==> config.mk <==
export PLATFORM = sky130hd
export DESIGN_NAME = adder16s_arbiter
export DESIGN_NICKNAME = d
export VERILOG_FILES = /design/src/rtl/adder16s_arbiter.sv
export SDC_FILE = /design/constraint.sdc
export NUM_CORES = 1
export LEC_CHECK = 0
export ABC_AREA = 0
export CORE_ASPECT_RATIO = 0.6
export CORE_MARGIN = 3
export CORE_UTILIZATION = 40
export CTS_CLUSTER_SIZE = 25
export DETAILED_ROUTE_END_ITERATION = 10
export PLACE_DENSITY = 0.84
export SLEW_MARGIN = 20
export SYNTH_ARGS = -nofsm -noshare
export SYNTH_HDL_FRONTEND = slang
export SYNTH_SLANG_ARGS = --single-unit
export TNS_END_PERCENT = 5
==> constraint.sdc <==
create_clock -name clk -period 6.2 [get_ports clk]
set_input_delay 1.86 -clock clk [delete_from_list [all_inputs] [get_ports clk]]
set_output_delay 1.86 -clock clk [all_outputs]
set_load 0.03 [all_outputs]
==> src/rtl/adder16s_arbiter.sv <==
// Round-robin arbiter that time-shares one sequential 16-bit adder among NREQ requesters.
// Optional feature: define ARB_OPCOUNT_EN to count completed operations on op_count.
module adder16s_arbiter #(
    parameter int NREQ    = 4,
    parameter int ADD_LAT = 1
) (
    input  logic               clk,
    input  logic               reset,
    input  logic [NREQ-1:0]    req,
    input  logic [NREQ*16-1:0] x_in,
    input  logic [NREQ*16-1:0] y_in,
    input  logic [NREQ-1:0]    cin_in,
    output logic [NREQ-1:0]    gnt,
    output logic [NREQ-1:0]    done,
    output logic [15:0]        sum_out,
    output logic               cout_out,
    output logic               busy,
    output logic [15:0]        add_x,
    output logic [15:0]        add_y,
    output logic               add_cin,
    input  logic [15:0]        add_sum,
    input  logic               add_cout,
    output logic [15:0]        op_count
);

    localparam int PW = (NREQ > 1) ? $clog2(NREQ) : 1;
    localparam int CW = $clog2(ADD_LAT + 1) + 1;

    // Handshake: gnt[i] pulses in the cycle slot i's operands are captured (req sampled in IDLE only);
    // done[i] pulses exactly ADD_LAT+2 cycles later with sum_out/cout_out valid, no back-pressure.
    typedef enum logic [1:0] {IDLE, WAIT, DONE} state_t;

    state_t        state, state_nxt;
    logic [PW-1:0] ptr, win, pick;
    logic          found;
    logic [CW-1:0] cnt;
    int            idx;

    // First requester at or after ptr, wrapping around.
    always_comb begin
        found = 1'b0;
        pick  = '0;
        idx   = 0;
        for (int i = 0; i < NREQ; i++) begin
            idx = (int'(ptr) + i) % NREQ;
            if (!found && req[PW'(idx)]) begin
                found = 1'b1;
                pick  = PW'(idx);
            end
        end
    end

    always_comb begin
        state_nxt = state;
        gnt       = '0;
        done      = '0;
        case (state)
            IDLE: begin
                if (found && !reset) begin
                    gnt[pick] = 1'b1;
                    state_nxt = WAIT;
                end
            end
            WAIT: begin
                if (cnt == CW'(ADD_LAT)) state_nxt = DONE;
            end
            DONE: begin
                done[win] = 1'b1;
                state_nxt = IDLE;
            end
            default: state_nxt = IDLE;
        endcase
    end

    assign busy = (state != IDLE);

    always_ff @(posedge clk or posedge reset) begin
        if (reset) begin
            state    <= IDLE;
            ptr      <= '0;
            win      <= '0;
            cnt      <= '0;
            add_x    <= '0;
            add_y    <= '0;
            add_cin  <= 1'b0;
            sum_out  <= '0;
            cout_out <= 1'b0;
        end else begin
            state <= state_nxt;
            case (state)
                IDLE: begin
                    // The adder operand bus doubles as the operand register, so it holds in IDLE.
                    if (found) begin
                        win     <= pick;
                        add_x   <= x_in[16*pick +: 16];
                        add_y   <= y_in[16*pick +: 16];
                        add_cin <= cin_in[pick];
                        cnt     <= '0;
                    end
                end
                WAIT: begin
                    cnt <= cnt + CW'(1);
                    if (cnt == CW'(ADD_LAT)) begin
                        sum_out  <= add_sum;
                        cout_out <= add_cout;
                    end
                end
                DONE: begin
                    ptr <= (win == PW'(NREQ - 1)) ? '0 : win + PW'(1);
                end
                default: ;
            endcase
        end
    end

`ifdef ARB_OPCOUNT_EN
    logic [15:0] op_cnt_q;

    always_ff @(posedge clk or posedge reset) begin
        if (reset) op_cnt_q <= '0;
        else if (state == DONE) op_cnt_q <= op_cnt_q + 16'd1;
    end

    assign op_count = op_cnt_q;
`else
    assign op_count = 16'h0000;
`endif

endmodule

==> metrics.cfg, run 1 <==
[pwr]
sw_frac_of_total_pct = 44.70
power_w = 0.003062
clkPwrFrac_pct = 17.2
p_per_area_nw_per_um2 = 504.6
p_switching_w = 0.001369
ir_drop_uv = 382.9
cell_internal_pwr_w = 0.001693
comb_power_share_pct = 59.1
p_seq_share_pct = 23.7
power.leakage_nw = 2.539

[logic_synthesis]
synth_area_um2 = 3621
yosysUniqueCellTypes = 43
avgSynthCellArea_um2 = 9.075
synth_flop_cell = dfrtp_1
synth-seq-cells = 58
async_reset_ff_share_pct = 100.0
yosysSeqAreaShare_pct = 40.08
synth_edf_count = 0
syn_inst = 399
ys_warn_count = 0

[placement]
globalplace.congestion = 0.9283
io_buffers = 213
dp_slack_ps = 455.8
dp_hpwl_um = 9872

[sta]
fin_crit_sh_pct = 92.80
timing.final.ws_setup_ps = 446.2
rsz0062_at_grt = false
finalSetupViolations = 0
slew_headroom_pct = 34.51
worst_hold_slack_ps = 474.4
tns_ps = 0
finalMaxSlewViolations = 0
clock.fmax_ghz = 0.1738
finClkSkew_ps = 9.305
worst_pin_slew_ps = 982.3
min_period_ps = 5754
hold_violations = 0

[floorplanning]
die-area_um2 = 10270
die_y_um = 79.70
core-area_um2 = 8653
std_cell_rows = 26
start_util_pct = 41.85
die_x_um = 128.8
io_pins = 230

[global_route]
overflow = 0
antenna_found_initial = 0
grt_pass1_vias = 3831
grt_max_degree = 53
track_usage_pct = 24.38
grt_pass1_wl_um = 19760

[hold_path]
hold_class = reg -> reg

[clock_tree]
ctsHoldBuffers = 0
cts_tree = yes
postCtsResizedCells = 0
cts-root-buf = clkbuf_16
cts_setup_buffers = 0
clockBufferDepth = 2
htree_levels = 3
clock-sinks = 58
clk_latency_ps = 320
cts_buffers = 9
clk_pin_slew_ps = 50

[critical_path]
path_class = in -> out
worstPathRequired_ps = 4340
critical_path.startpoint_type = input pin
end_kind = output pin
cp.arrival_ps = 3890
cp_max_fo = 23

[detailed_routing]
drc = 0
wirelength_um = 12930
drtIter0Drc = 240
vias = 3861
ant_nets = 0
wl_per_cell_um = 17.99
viasPerCell = 5.370
drtPass1Iterations = 5

[finish]
drive_gt1_share_pct = 6.755
diodes = 0
syn2layout_area_growth_pct = 67.59
finalNetCount = 762

[job]
drv_cap = 0

[outcome]
outcome = finished, final reports clean

==> area by class of cell <==
cell class / instances / area [um^2]
Inverter: 6 / 22.52
Tap cell: 112 / 140.1
Clock buffer: 12 / 246.5
Sequential cell: 58 / 1451
Fill cell: 652 / 2585
Multi-Input combinational cell: 302 / 1918
Clock inverter: 4 / 75.07
Timing Repair Buffer: 225 / 2215
==> power by group through the flow <==
| stage | combinational, W | sequential, W | clock (W) |
|---|---|---|---|
| after floorplan | 0.000877 | 0.00102 | 0 |
| after global placement | 0.00176 | 0.000710 | 0 |
| after detailed placement | 0.00181 | 0.000724 | 0 |
| after CTS | 0.00182 | 0.000724 | 0.000541 |
| after global routing | 0.00196 | 0.000751 | 0.000558 |
| final | 0.00181 | 0.000727 | 0.000527 |
==> layer usage <==
metal	part of all wire, %	track usage, %	wire length (um)	up-vias
li1	-	-	-	1844
met1	42	31.68	5452	1849
met2	48	39.51	6230	162
met3	9.2	9.158	1196	6
met4	0.41	3.983	53	0
met5	0	0	0	-
==> Yosys cell counts, types with 3 or more instances <==
master     count  area (um^2)
a221oi_1      22        192.7
a41oi_1       11        96.34
and2_1         5        31.28
buf_2         14        70.07
buf_4         17        127.6
buf_6          3        33.78
clkbuf_1      10        37.54
dfrtp_1       58         1451
ha_1           5        62.56
inv_1          5        18.77
mux2i_1       33        330.3
nand2_1       56        210.2
nand3_1       14        70.07
nor2_1        25        93.84
nor2b_1        4        25.02
nor3_1         3        15.01
o21ai_0       41        205.2
o21ai_1       10        50.05
o22ai_1       23        143.9
o2bb2ai_1     11        96.34
==> cells in the final DEF, fill, tap and decap left out, types with 15 or more instances in the layout <==
cell type	count
a221oi_1	22
buf_4	15
clkdlybuf4s50_1	210
conb_1	16
dfrtp_1	58
mux2i_1	33
nand2_1	56
nor2_1	24
o21ai_0	41
o22ai_1	23
==> stage by stage <==
stage	util, %	std cells	instance area, um^2
CTS	70.13	719	6068
detailed placement	66.41	703	5747
floorplan	-	414	3677
global placement	66.41	703	5747
global route	70.13	719	6068
finish	70.13	719	6068
==> flip-flops by register name (all words and copies together), names as in the netlist <==
signal    cells
add_x        16
add_y        16
cout_out      1
state         2
win           2
ptr           2
add_cin       1
cnt           2
sum_out      16
==> worst max-delay path, stage by stage <==
cell             delay [ps]
clkdlybuf4s50_1         490
buf_4                   250
o31ai_4                 870
and3_1                  260
buf_4                   160
==> worst paths after layout <==
| check | startpoint | end | slack (ps) | cells after the start |
|---|---|---|---|---|
| setup / recovery | req[3] | gnt[0] | 450 | 5 |
| hold / removal | sum_out[9]$_DFFE_PP0P_ | sum_out[9]$_DFFE_PP0P_ | 470 | 2 |
| setup reg to reg | ptr[0]$_DFFE_PP0P_ | add_y[8]$_DFFE_PP0P_ | 3780 | 6 |
| hold reg to reg | sum_out[9]$_DFFE_PP0P_ | sum_out[9]$_DFFE_PP0P_ | 470 | 2 |
| max in group asynchronous | reset | add_x[15]$_DFFE_PP0P_ | 3360 | 3 |
| min in group asynchronous | reset | add_y[13]$_DFFE_PP0P_ | 1910 | 2 |
==> logic make-up (layout without fill, tap and decap cells) <==
group | count (synthesis) | after routing | synth area share (%)
DFF | 58 | 58 | 40.08
muxes | 34 | 34 | 9.433
adders and majority gates | 5 | 5 | 1.728
and+or+nand+nor | 119 | 119 | 15.10
AOI/OAI and AO/OA | 128 | 128 | 24.40
other | 1 | 16 | 0.1036
buffers and inverters | 54 | 247 | 9.157
Note: power is estimated with default switching activity, not from simulation.
==> inputs of run 2 (changes only) <==
- CORE_UTILIZATION: 40 -> 30
- PLACE_DENSITY: 0.84 -> 0.65
==> metrics.cfg, run 2 (same netlist as run 1, synthesis figures left out) <==
[critical_path]
worstPathRequired_ps = 4340
end_kind = output pin
endpoint = gnt[0]
cp.arrival_ps = 3920
reg2reg_to = add_x[7]$_DFFE_PP0P_
path_class = in -> out
r2r_start = ptr[0]$_DFFE_PP0P_
critical_path.startpoint_type = input pin
rr_worst_depth = 6
cp_max_fo = 23
r2r_slack_ps = 3700
setup.worst_path.start = req[0]

[sta]
tns_ps = 0
clock.fmax_ghz = 0.1731
finClkSkew_ps = 3.586
slew_headroom_pct = 31.57
finalSetupViolations = 0
worst_pin_slew_ps = 1026
worst_hold_slack_ps = 468.8
finalMaxSlewViolations = 0
rsz0062_at_grt = false
min_period_ps = 5778
hold_violations = 0
fin_crit_sh_pct = 93.20

[clock_tree]
clk_latency_ps = 320
cts_tree = yes
cts_setup_buffers = 0
ctsHoldBuffers = 0
clk_pin_slew_ps = 50
clock-sinks = 58
clockBufferDepth = 2
cts_buffers = 9
postCtsResizedCells = 0
cts-root-buf = clkbuf_16
htree_levels = 3

[finish]
finalNetCount = 762
n_fill_cell = 1058
drive_gt1_share_pct = 7.084
regArea_um2 = 1451
diodes = 0
layout_common_cells = clkdlybuf4s50_1 (210), dfrtp_1 (58), nand2_1 (56)
syn2layout_area_growth_pct = 69.38
utilization_pct = 53.22
reg.largest.list = add_x x16, add_y x16, sum_out x16
layout_commonest_cell = clkdlybuf4s50_1
multi_input_area_um2 = 1918

[global_route]
grt_pass1_vias = 3963
grt_max_degree = 43
overflow = 0
track_usage_pct = 19.67
antenna_found_initial = 0
grt_pass1_wl_um = 21130

[floorplanning]
die-area_um2 = 13470
core-area_um2 = 11520
die_x_um = 147.8
std_cell_rows = 30
die_y_um = 91.10
io_pins = 230
start_util_pct = 31.42

[placement]
io_buffers = 213
globalplace.congestion = 0.7841
dp_hpwl_um = 10290

[pwr]
p_seq_share_pct = 23.5
ir_drop_uv = 231.1
comb_power_share_pct = 59.1
sw_frac_of_total_pct = 45.15
cell_internal_pwr_w = 0.001683
power.leakage_nw = 2.542
clkPwrFrac_pct = 17.4
p_per_area_nw_per_um2 = 500.4
p_switching_w = 0.001386

[detailed_routing]
drtPass1Iterations = 5
viasPerCell = 5.065
drtIter0Drc = 216
wl_per_cell_um = 17.50
wirelength_um = 13420
vias = 3885
drc = 0
ant_nets = 0

[outcome]
outcome = finished, final reports clean

[job]
drv_cap = 0

[hold_path]
hold_class = reg -> reg

-- run 2: worst min path at each step --
stage                                       start                      end  slack (ps)  depth (start not counted)
final                      sum_out[3]$_DFFE_PP0P_   sum_out[3]$_DFFE_PP0P_         470                          2
after global routing      sum_out[12]$_DFFE_PP0P_  sum_out[12]$_DFFE_PP0P_         510                          2
after CTS                  sum_out[0]$_DFFE_PP0P_   sum_out[0]$_DFFE_PP0P_         470                          2
after detailed placement   sum_out[0]$_DFFE_PP0P_   sum_out[0]$_DFFE_PP0P_         460                          2
after global placement     sum_out[8]$_DFFE_PP0P_   sum_out[8]$_DFFE_PP0P_         460                          2
after floorplan                cnt[0]$_DFFE_PP0P_       cnt[0]$_DFFE_PP0P_         470                          1
-- run 2: power groups by stage --
stage	logic (W)	registers [W]	clock network (W)
after floorplan	0.000877	0.00102	0
after global placement	0.00179	0.000711	0
after detailed placement	0.00183	0.000723	0
after CTS	0.00183	0.000720	0.000551
after global routing	0.00197	0.000749	0.000567
final	0.00181	0.000721	0.000534
-- run 2: routing by layer --
layer	global-route usage (%)	routed length [um]	vias to the layer above
met4	3.613	103	0
met3	7.980	1367	9
met5	0	0	-
li1	-	-	1847
met2	31.15	6128	181
met1	25.69	5821	1848
-- run 2: final cells by class --
class                      instances  share of cell area, %
multi-input combinational        302                  31.27
tap                              160                  3.264
clock buffer                       9                  3.672
sequential                        58                  23.66
clock inverter                     7                  1.652
inverter                           6                 0.3672
timing repair buffer             225                  36.11
-- run 2: per-stage QoR --
step                area, um^2  setup slack, ps  total power (W)  std cells
floorplan                 3677            737.8         0.001892        414
global placement          5807            489.1         0.002500        751
detailed placement        5807            413.5         0.002549        751
CTS                       6133            412.2         0.003104        767
global route              6133            266.4         0.003289        767
finish                    6133            421.8         0.003069        767
-- run 2: worst max-delay path, stage by stage --
cell	delay [ps]
clkdlybuf4s50_1	600
nand2_1	140
o31ai_4	890
and3_1	260
buf_4	160
